`src/rtl/uart_tx_arbiter_if.sv`:
```
// uart_tx_arbiter_if: byte-issue bus between the arbiter and one uart_tx.
// master = arbiter side (drives dv/data), slave = uart_tx side.
interface uart_tx_arbiter_if #(
    parameter int p_WORD_LEN = 8
);
    logic                  tx_dv;
    logic [p_WORD_LEN-1:0] tx_data;
    logic                  tx_active;
    logic                  tx_done;

    modport master (output tx_dv, output tx_data, input tx_active, input tx_done);
    modport slave  (input tx_dv, input tx_data, output tx_active, output tx_done);
endinterface

```
`src/rtl/uart_tx_arbiter.sv`:
```
// uart_tx_arbiter: round-robin sharing of one uart_tx among p_NUM_REQ requesters.
// One byte is issued per grant as a single-cycle dv pulse; the arbiter then
// waits for the frame to start (with timeout) and finish before re-arbitrating.
// Optional feature macro: UART_ARB_LOCK_EN (burst lock keeps the transmitter
// with a requester that holds i_lock across frame completion).
module uart_tx_arbiter #(
    parameter int p_NUM_REQ     = 4,
    parameter int p_WORD_LEN    = 8,
    parameter int p_ACT_TIMEOUT = 4
) (
    input  logic                            i_clk,
    input  logic                            i_rst_n,
    input  logic [p_NUM_REQ-1:0]            i_req,
    input  logic [p_NUM_REQ*p_WORD_LEN-1:0] i_data,
    input  logic [p_NUM_REQ-1:0]            i_lock,
    output logic [p_NUM_REQ-1:0]            o_ack,
    output logic [p_NUM_REQ-1:0]            o_grant,
    uart_tx_arbiter_if.master               tx_bus,
    output logic                            o_done,
    output logic                            o_err,
    output logic                            o_busy
);
    localparam int PTR_W = $clog2(p_NUM_REQ);
    localparam int CNT_W = $clog2(p_ACT_TIMEOUT + 1);
    localparam logic [CNT_W-1:0] CNT_MAX = CNT_W'(p_ACT_TIMEOUT);

    typedef enum logic [1:0] {S_IDLE, S_ISSUE, S_WAIT_ACT, S_WAIT_DONE} state_e;

    state_e                state_q, state_d;
    logic [PTR_W-1:0]      rr_ptr_q, rr_ptr_d;
    logic [p_NUM_REQ-1:0]  grant_q, grant_d;
    logic [p_WORD_LEN-1:0] data_q, data_d;
    logic [CNT_W-1:0]      cnt_q, cnt_d, cnt_inc;
    logic                  done_q, done_d;
    logic                  err_q, err_d;

    logic [p_NUM_REQ-1:0]  cand;
    logic                  cand_locked;
    logic                  win_vld;
    logic [PTR_W-1:0]      win_idx;
    logic                  take;

`ifdef UART_ARB_LOCK_EN
    logic [p_NUM_REQ-1:0]  lock_q, lock_d;

    // Locked requesters that are still asking form the candidate set on their own.
    always_comb begin
        cand        = i_req;
        cand_locked = 1'b0;
        if (|(lock_q & i_req)) begin
            cand        = lock_q & i_req;
            cand_locked = 1'b1;
        end
    end

    // Capture lock&req as the frame completes; the next grant consumes it.
    always_comb begin
        lock_d = lock_q;
        if (take)
            lock_d = '0;
        else if (state_q == S_WAIT_DONE && tx_bus.tx_done)
            lock_d = i_lock & i_req;
    end

    // Lock snapshot register.
    always_ff @(posedge i_clk or negedge i_rst_n) begin
        if (!i_rst_n) lock_q <= '0;
        else          lock_q <= lock_d;
    end
`else
    logic unused_lock;
    assign unused_lock = ^i_lock;
    assign cand        = i_req;
    assign cand_locked = 1'b0;
`endif

    // Round-robin search over the candidates starting at rr_ptr, wrapping.
    always_comb begin
        win_vld = 1'b0;
        win_idx = '0;
        for (int i = 0; i < p_NUM_REQ; i++) begin
            if (!win_vld && cand[(int'(rr_ptr_q) + i) % p_NUM_REQ]) begin
                win_vld = 1'b1;
                win_idx = PTR_W'((int'(rr_ptr_q) + i) % p_NUM_REQ);
            end
        end
    end

    assign cnt_inc = (cnt_q == CNT_MAX) ? cnt_q : cnt_q + 1'b1;

    // FSM next state, timeout counter and completion/error pulses.
    always_comb begin
        state_d = state_q;
        cnt_d   = cnt_q;
        done_d  = 1'b0;
        err_d   = 1'b0;
        take    = 1'b0;
        case (state_q)
            S_IDLE: begin
                // Never launch while the transmitter still reports a frame.
                if (win_vld && !tx_bus.tx_active) begin
                    take    = 1'b1;
                    state_d = S_ISSUE;
                end
            end
            S_ISSUE: begin
                state_d = S_WAIT_ACT;
                cnt_d   = '0;
            end
            S_WAIT_ACT: begin
                cnt_d = cnt_inc;
                // A done without ever seeing active still counts as completion.
                if (tx_bus.tx_done) begin
                    state_d = S_IDLE;
                    done_d  = 1'b1;
                end else if (tx_bus.tx_active) begin
                    state_d = S_WAIT_DONE;
                end else if (cnt_inc == CNT_MAX) begin
                    state_d = S_IDLE;
                    err_d   = 1'b1;
                end
            end
            S_WAIT_DONE: begin
                if (tx_bus.tx_done) begin
                    state_d = S_IDLE;
                    done_d  = 1'b1;
                end
            end
            default: state_d = S_IDLE;
        endcase
    end

    // Grant, byte and pointer updates on the IDLE->ISSUE edge; grant clears on return to IDLE.
    always_comb begin
        grant_d  = grant_q;
        data_d   = data_q;
        rr_ptr_d = rr_ptr_q;
        if (take) begin
            grant_d          = '0;
            grant_d[win_idx] = 1'b1;
            data_d           = i_data[int'(win_idx)*p_WORD_LEN +: p_WORD_LEN];
            if (!cand_locked)
                rr_ptr_d = (win_idx == PTR_W'(p_NUM_REQ - 1)) ? '0 : win_idx + 1'b1;
        end else if (state_d == S_IDLE) begin
            grant_d = '0;
        end
    end

    // State and datapath registers.
    always_ff @(posedge i_clk or negedge i_rst_n) begin
        if (!i_rst_n) begin
            state_q  <= S_IDLE;
            rr_ptr_q <= '0;
            grant_q  <= '0;
            data_q   <= '0;
            cnt_q    <= '0;
            done_q   <= 1'b0;
            err_q    <= 1'b0;
        end else begin
            state_q  <= state_d;
            rr_ptr_q <= rr_ptr_d;
            grant_q  <= grant_d;
            data_q   <= data_d;
            cnt_q    <= cnt_d;
            done_q   <= done_d;
            err_q    <= err_d;
        end
    end

    assign tx_bus.tx_dv   = (state_q == S_ISSUE);
    assign tx_bus.tx_data = data_q;
    assign o_ack          = (state_q == S_ISSUE) ? grant_q : '0;
    assign o_grant        = grant_q;
    assign o_done         = done_q;
    assign o_err          = err_q;
    assign o_busy         = (state_q != S_IDLE);
endmodule
```
`src/flat_wrapper.sv`:
```
// flat-port wrapper written by rule: the top's interface ports become plain ports
module uart_tx_arbiter_flat 
#(
    parameter int p_NUM_REQ     = 4,
    parameter int p_WORD_LEN    = 8,
    parameter int p_ACT_TIMEOUT = 4
)
  (i_clk, i_rst_n, i_req, i_data, i_lock, o_ack, o_grant, o_done, o_err, o_busy, tx_bus_tx_dv, tx_bus_tx_data, tx_bus_tx_active, tx_bus_tx_done);
  uart_tx_arbiter_if #(.p_WORD_LEN(p_WORD_LEN)) tx_bus_i ();
  input  logic i_clk;
  input  logic i_rst_n;
  input  logic [p_NUM_REQ-1:0] i_req;
  input  logic [p_NUM_REQ*p_WORD_LEN-1:0] i_data;
  input  logic [p_NUM_REQ-1:0] i_lock;
  output logic [p_NUM_REQ-1:0] o_ack;
  output logic [p_NUM_REQ-1:0] o_grant;
  output logic o_done;
  output logic o_err;
  output logic o_busy;
  output wire logic [$bits(tx_bus_i.tx_dv)-1:0] tx_bus_tx_dv;
  output wire logic [$bits(tx_bus_i.tx_data)-1:0] tx_bus_tx_data;
  input wire logic [$bits(tx_bus_i.tx_active)-1:0] tx_bus_tx_active;
  input wire logic [$bits(tx_bus_i.tx_done)-1:0] tx_bus_tx_done;
  assign tx_bus_tx_dv = tx_bus_i.tx_dv;
  assign tx_bus_tx_data = tx_bus_i.tx_data;
  assign tx_bus_i.tx_active = tx_bus_tx_active;
  assign tx_bus_i.tx_done = tx_bus_tx_done;
  uart_tx_arbiter #(.p_NUM_REQ(p_NUM_REQ), .p_WORD_LEN(p_WORD_LEN), .p_ACT_TIMEOUT(p_ACT_TIMEOUT)) u_core (.i_clk(i_clk), .i_rst_n(i_rst_n), .i_req(i_req), .i_data(i_data), .i_lock(i_lock), .o_ack(o_ack), .o_grant(o_grant), .tx_bus(tx_bus_i), .o_done(o_done), .o_err(o_err), .o_busy(o_busy));
endmodule
```
`config.mk`:
```
export PLATFORM = sky130hd
export DESIGN_NAME = uart_tx_arbiter_flat
export DESIGN_NICKNAME = d
export VERILOG_FILES = /design/src/rtl/uart_tx_arbiter_if.sv /design/src/rtl/uart_tx_arbiter.sv /design/src/flat_wrapper.sv
export SDC_FILE = /design/constraint.sdc
export NUM_CORES = 1
export LEC_CHECK = 0
export BUFFER_PORTS_ARGS = -buffer_cell sky130_fd_sc_hd__buf_2
export CORE_ASPECT_RATIO = 0.8
export CORE_MARGIN = 2
export CORE_UTILIZATION = 36
export CTS_BUF_LIST = sky130_fd_sc_hd__clkbuf_8
export DETAILED_ROUTE_END_ITERATION = 8
export GPL_TIMING_DRIVEN = 0
export PLACE_DENSITY = 0.73
export SYNTH_ARGS = -nofsm -noshare
export SYNTH_HDL_FRONTEND = slang
export SYNTH_SLANG_ARGS = --single-unit
```
`constraint.sdc`:
```
create_clock -name i_clk -period 2.45 [get_ports i_clk]
set_clock_uncertainty 0.2 [all_clocks]
set_input_delay 0.1225 -clock i_clk [delete_from_list [all_inputs] [get_ports i_clk]]
set_output_delay 0.1225 -clock i_clk [all_outputs]
set_load 0.03 [all_outputs]
```
# ---- After elaboration in Yosys (flattened, before gate mapping)
# Cells that the tools add are included.
dict set report classes {
  shift 1
  n_lt_le_gt_ge 6
  addsub 5
  bitwise_logic 3
  n_mux 41
  reduce_logical 18
  eq_ne 6
}
# op count
set op_table {}
lappend op_table {{32-bit by 6-bit variable part select with 8-bit output} 1}
lappend op_table {{1-bit 2-to-1 mux} 20}
lappend op_table {{2-bit 2-to-1 mux} 10}
lappend op_table {{3-bit by 4-bit < comparator with 1-bit output, second input constant} 3}
lappend op_table {{4-bit 2-to-1 mux} 3}
lappend op_table {{1-bit binary-select mux with 2-bit select} 4}
lappend op_table {{2-bit one-hot mux with 4 select lines} 1}
lappend op_table {{2-bit OR reduction} 4}
lappend op_table {{2-bit == test, second input constant} 3}
lappend op_table {{3-bit == test, second input constant} 2}
lappend op_table {{2-bit by 3-bit < comparator with 1-bit output, second input constant} 2}
lappend op_table {{3-bit one-hot mux with 2 select lines} 1}
lappend op_table {{2-bit nonzero test} 3}
lappend op_table {{1-bit logical AND} 5}
lappend op_table {{2-bit by 1-bit adder with 2-bit output, second input constant} 2}
lappend op_table {{2-bit adder, second input constant} 2}
lappend op_table {{1-bit logical NOT} 4}
lappend op_table {{2-bit logical NOT} 2}
lappend op_table {{3-bit by 1-bit adder with 3-bit output, second input constant} 1}
lappend op_table {{1-bit AND, first input constant} 3}
lappend op_table {{3-bit 2-to-1 mux} 1}
lappend op_table {{1-bit demux with 2-bit select} 1}
lappend op_table {{2-bit by 1-bit == test with 1-bit output, second input constant} 1}
lappend op_table {{2-bit by 1-bit greater-or-equal comparator with 1-bit output, second input constant} 1}
dict set report word_totals {
  output_inout_bits 20
  inputBits 44
  elab_cells 87
  ff_bits 21
}

# ---- Depth between registers and ports, before layout
dict set report logic_depth {
  word_depth 20
  mapped_depth 9
  mapped_depth_nobuf 8
}

# ---- Worst setup path before layout
# Ideal clock, no wire load.
dict set report synth_timing {
  kind {register to register}
  startpoint {reg u_core.cnt_q[0]}
  endpoint {reg u_core.grant_q[0], in the netlist u_core.o_grant[0]}
  path_stages_with_launch 9
  required_ps 2132
  synth_period_minus_slack_ps 2210
  path_slack_ps 240
  setup_ps 118
  t_arrival_ps 1892
  path_buffers 0
  path_cell_list {dfrtp_1 > inv_1 > ha_1 > or3b_1 > a311oi_2 > o32ai_1 > a21oi_2 > and3_4 > o21ai_2}
}
dict set report synth_via {
  elab_chain_len 9
  elab_cells_between_ends 10
  classes_between {add/sub (1); eq/ne (2); mux (5); reduce/logical (2)}
}
# element line
set synth_lines {}
lappend synth_lines {{start: declaration} uart_tx_arbiter.sv:33} ;# logic [CNT_W-1:0] cnt_q, cnt_d, cnt_inc;
lappend synth_lines {{start signal: assignment} uart_tx_arbiter.sv:164} ;# cnt_q <= cnt_d;
lappend synth_lines {{3-bit by 1-bit adder with 3-bit output / 3-bit == test (equally long branches)} uart_tx_arbiter.sv:89} ;# assign cnt_inc = (cnt_q == CNT_MAX) ? cnt_q : cnt_q + 1'b1;
lappend synth_lines {{3-bit 2-to-1 mux *} uart_tx_arbiter.sv:89}
lappend synth_lines {{3-bit == test *} uart_tx_arbiter.sv:118} ;# end else if (cnt_inc == CNT_MAX) begin
lappend synth_lines {{2-bit 2-to-1 mux *} uart_tx_arbiter.sv:118}
lappend synth_lines {{2-bit 2-to-1 mux *} uart_tx_arbiter.sv:116} ;# end else if (tx_bus.tx_active) begin
lappend synth_lines {{2-bit 2-to-1 mux *} uart_tx_arbiter.sv:113} ;# if (tx_bus.tx_done) begin
lappend synth_lines {{2-bit one-hot mux with 4 select lines *} uart_tx_arbiter.sv:98} ;# case (state_q)
lappend synth_lines {{2-bit logical NOT *} uart_tx_arbiter.sv:144} ;# end else if (state_d == S_IDLE) begin
lappend synth_lines {{2-bit nonzero test (no line) *} n/a}
lappend synth_lines {{end signal: assignment} uart_tx_arbiter.sv:162} ;# grant_q <= grant_d;
lappend synth_lines {{end: declaration} uart_tx_arbiter.sv:31} ;# logic [p_NUM_REQ-1:0] grant_q, grant_d;
# Mark *: on every way between the ends. The rest lies on a longest branch, timed or not.
# A chain may end at the register's enable or synchronous reset.

# ---- Worst setup path after layout
dict set report layout_timing {
  startpoint {reg u_core.cnt_q[0]}
  endpoint {reg u_core.grant_q[3], in the netlist u_core.o_grant[3]}
}
# Same word-level chain as after synthesis.

==> reports/results.ini <==
[timing]
finalHoldViolCount=0
timing.hold.ws_ns=0.0104
clock.fmax_ghz=0.433
tns_ns=0
min_period_ns=2.31
slew_headroom=0.597
drv_slew=0
worst_slew_pin_slew_ns=0.599
fin_crit_sh=0.942
finalSetupViolCount=0

[yosys]
avgSynthCellArea_um2=9.22
ys_seq_area_frac=0.372
synth-edff-count=0
synth-seq-cells=21
synthCells=153
async_flop_share=1.00
synthFlopType=dfrtp_1
syn_nets=208
synth_cell_types=35
syn_area_um2=1410
yosysWarnings=0

[layout]
multi_input_area_um2=845
area_growth_pct=42.6
n_fill_cell=345
mostFrequentLayoutCells=buf_2 (60), dfrtp_1 (20), nand2_1 (17), mux2i_1 (16)
utilization=0.533
num_antenna_cells=0
mostFrequentLayoutCell=buf_2
regArea_um2=527
layout-drive-gt1-share=0.361
nNetsFinal=289

[clock_tree]
cts.path.max_buffers=2
cts_buffers=3
clkSinkCount=21
clock_latency_ns=0.26
root_buffer=clkbuf_8
ctsHtreeMaxLevel=1
clkTransAtPathRegs_ns=0.07
cts_tree=yes

[worst_setup_path]
required_ns=2.40
critPathLaunchType=flip-flop
crit_slowest_cell=dfrtp_2
r2r_slack_ns=0.14
crit_type=reg2reg
max_stage_delay_ns=0.42
r2r_cells=8
crit_path_max_fanout=5
crit_buf_inv=1
r2r-start=u_core.cnt_q[0]
cp_data_arrival_time_ns=2.26
cp-end-kind=flip-flop
reg2reg_to=u_core.o_grant[3]
path_cells=inv_2, ha_4, or3b_1, a311oi_2, o32ai_2, a21oi_2, and3_4, o21ai_2
path_delay_family=compound AO/OA/AOI/OAI gates

[placement]
hpwl_um=2540
place.gp.congestion=0.827
port_buffers=59

[pwr]
clkPwrFrac=0.106
switchingPower_mw=1.00
p_int_mw=1.11
p_sw_frac=0.475
power_per_cell_area_nw_per_um2=1050
ir_drop_mv=0.354
p_comb_frac=0.622
power_frac_seq=0.272
leakagePower_nw=1.08

[grt]
grt_remaining_overflow=0
antenna_found_initial=0
grt_pass1_vias=1251
grtUsageTotal=0.158
grt_pass1_wl_um=5290
grt_max_degree=22

[floorplanning]
io_pins=64
die_h_um=60
die_x_um=74.0
initial_core_util=0.374
dieArea_um2=4440
coreArea_um2=3780
num_rows=20

[worst_hold_path]
min_to=u_core.tx_bus.tx_data[1]
hold_path.class=in2reg
holdPathStages=4
hp-start=i_data[1]

[routing]
avgRoutedWirePerCell_um=12.5
wirelength_um=3600
dr.first_iter.drc_count=40
vias_per_cell=4.79
remaining_drc_errors=0
firstDrtPassIters=4
vias=1379
ant_nets=0

[run]
maxCapViolations=0

[status]
status=complete, no violations

what timing repair did:
action	4_1_cts	5_1_grt
resized for setup	0	7
setup endpoints to repair	0	12
hold endpoints to repair	30	0
setup buffers	0	3
hold buffers	14	0
synthesized netlist by cell type, types with 2 or more instances:
cell type  number  area [µm²]
inv_1          11        41.3
o22ai_1         2        12.5
a211o_1         8        70.1
buf_4           2        15.0
and2_1          4        25.0
nand2_1        17        63.8
o21ai_2         4        35.0
nor3_1          9        45.0
mux2i_1        16         160
a21oi_1         6        30.0
nor2_1         14        52.6
nor3b_1         2        15.0
dfrtp_1        21         526
o21ai_0         3        15.0
clkbuf_1        2        7.51
ha_1           11         138
nand3_1         3        15.0
per-stage QoR:
stage	area, µm²	setup WS, ns	power [mW]	instances
CTS	1960	0.0182	2.07	285
global route	2010	-0.00600	2.28	288
global placement	1780	0.0345	1.79	267
finish	2010	0.143	2.11	288
floorplan	1410	0.240	1.49	153
detailed placement	1780	0.0378	1.82	267
power by group through the flow:
stage	clock [mW]	combinational, mW	sequential [mW]
floorplan	0	0.734	0.756
global placement	0	1.22	0.571
detailed placement	0	1.23	0.581
CTS	0.240	1.26	0.573
global route	0.250	1.44	0.589
finish	0.224	1.31	0.573
layer usage:
metal  GRT usage  wire [µm]  part of all wire
met1       0.188       1650              0.46
met2       0.286       1690              0.47
met3      0.0354        223             0.062
met4      0.0468         41             0.011
met5           0          0                 0
flip-flops by register name (all words and copies together), names as in the netlist:
signal and cells:
u_core.cnt_q 3, u_core.o_done 1, u_core.o_err 1, u_core.o_grant 4
u_core.rr_ptr_q 2, u_core.state_q 2, u_core.tx_bus.tx_data 8
cells by family (layout without fill, tap and decap cells):
logic type | after synthesis | count (layout) | synth area share
compound gates | 32 | 32 | 0.171
fa+ha+maj | 11 | 11 | 0.0975
buf+inv | 16 | 96 | 0.0488
flops | 21 | 21 | 0.372
mux | 16 | 16 | 0.113
simple gates | 57 | 57 | 0.197
tightest hold or removal path, cell delays in order:
cell     delay [ns]
buf_2          0.08
mux2i_1        0.06
nor2_1         0.09
a211o_1        0.10
layout make-up:
type | count | share of cell area
Multi-Input combinational cell | 116 | 0.420
Sequential cell | 21 | 0.262
Timing Repair Buffer | 76 | 0.227
Tap cell | 55 | 0.0342
Clock buffer | 3 | 0.0205
Inverter | 11 | 0.0205
Buffer | 5 | 0.0137
Clock inverter | 1 | 0.00249
worst max path at each step:
| stage | endpoint | cells after the start | slack (ns) | start |
|---|---|---|---|---|
| after floorplan | u_core.o_grant[0] | 8 | 0.24 | u_core.cnt_q[0] |
| final | u_core.o_grant[3] | 8 | 0.14 | u_core.cnt_q[0] |
| after CTS | u_core.o_grant[3] | 8 | 0.02 | u_core.cnt_q[0] |
| after global routing | u_core.o_grant[3] | 8 | -0.006 | u_core.cnt_q[0] |
| after detailed placement | u_core.o_grant[3] | 8 | 0.04 | u_core.cnt_q[0] |
| after global placement | u_core.o_grant[3] | 8 | 0.03 | u_core.cnt_q[0] |
Power figures use the tool's default switching activity.
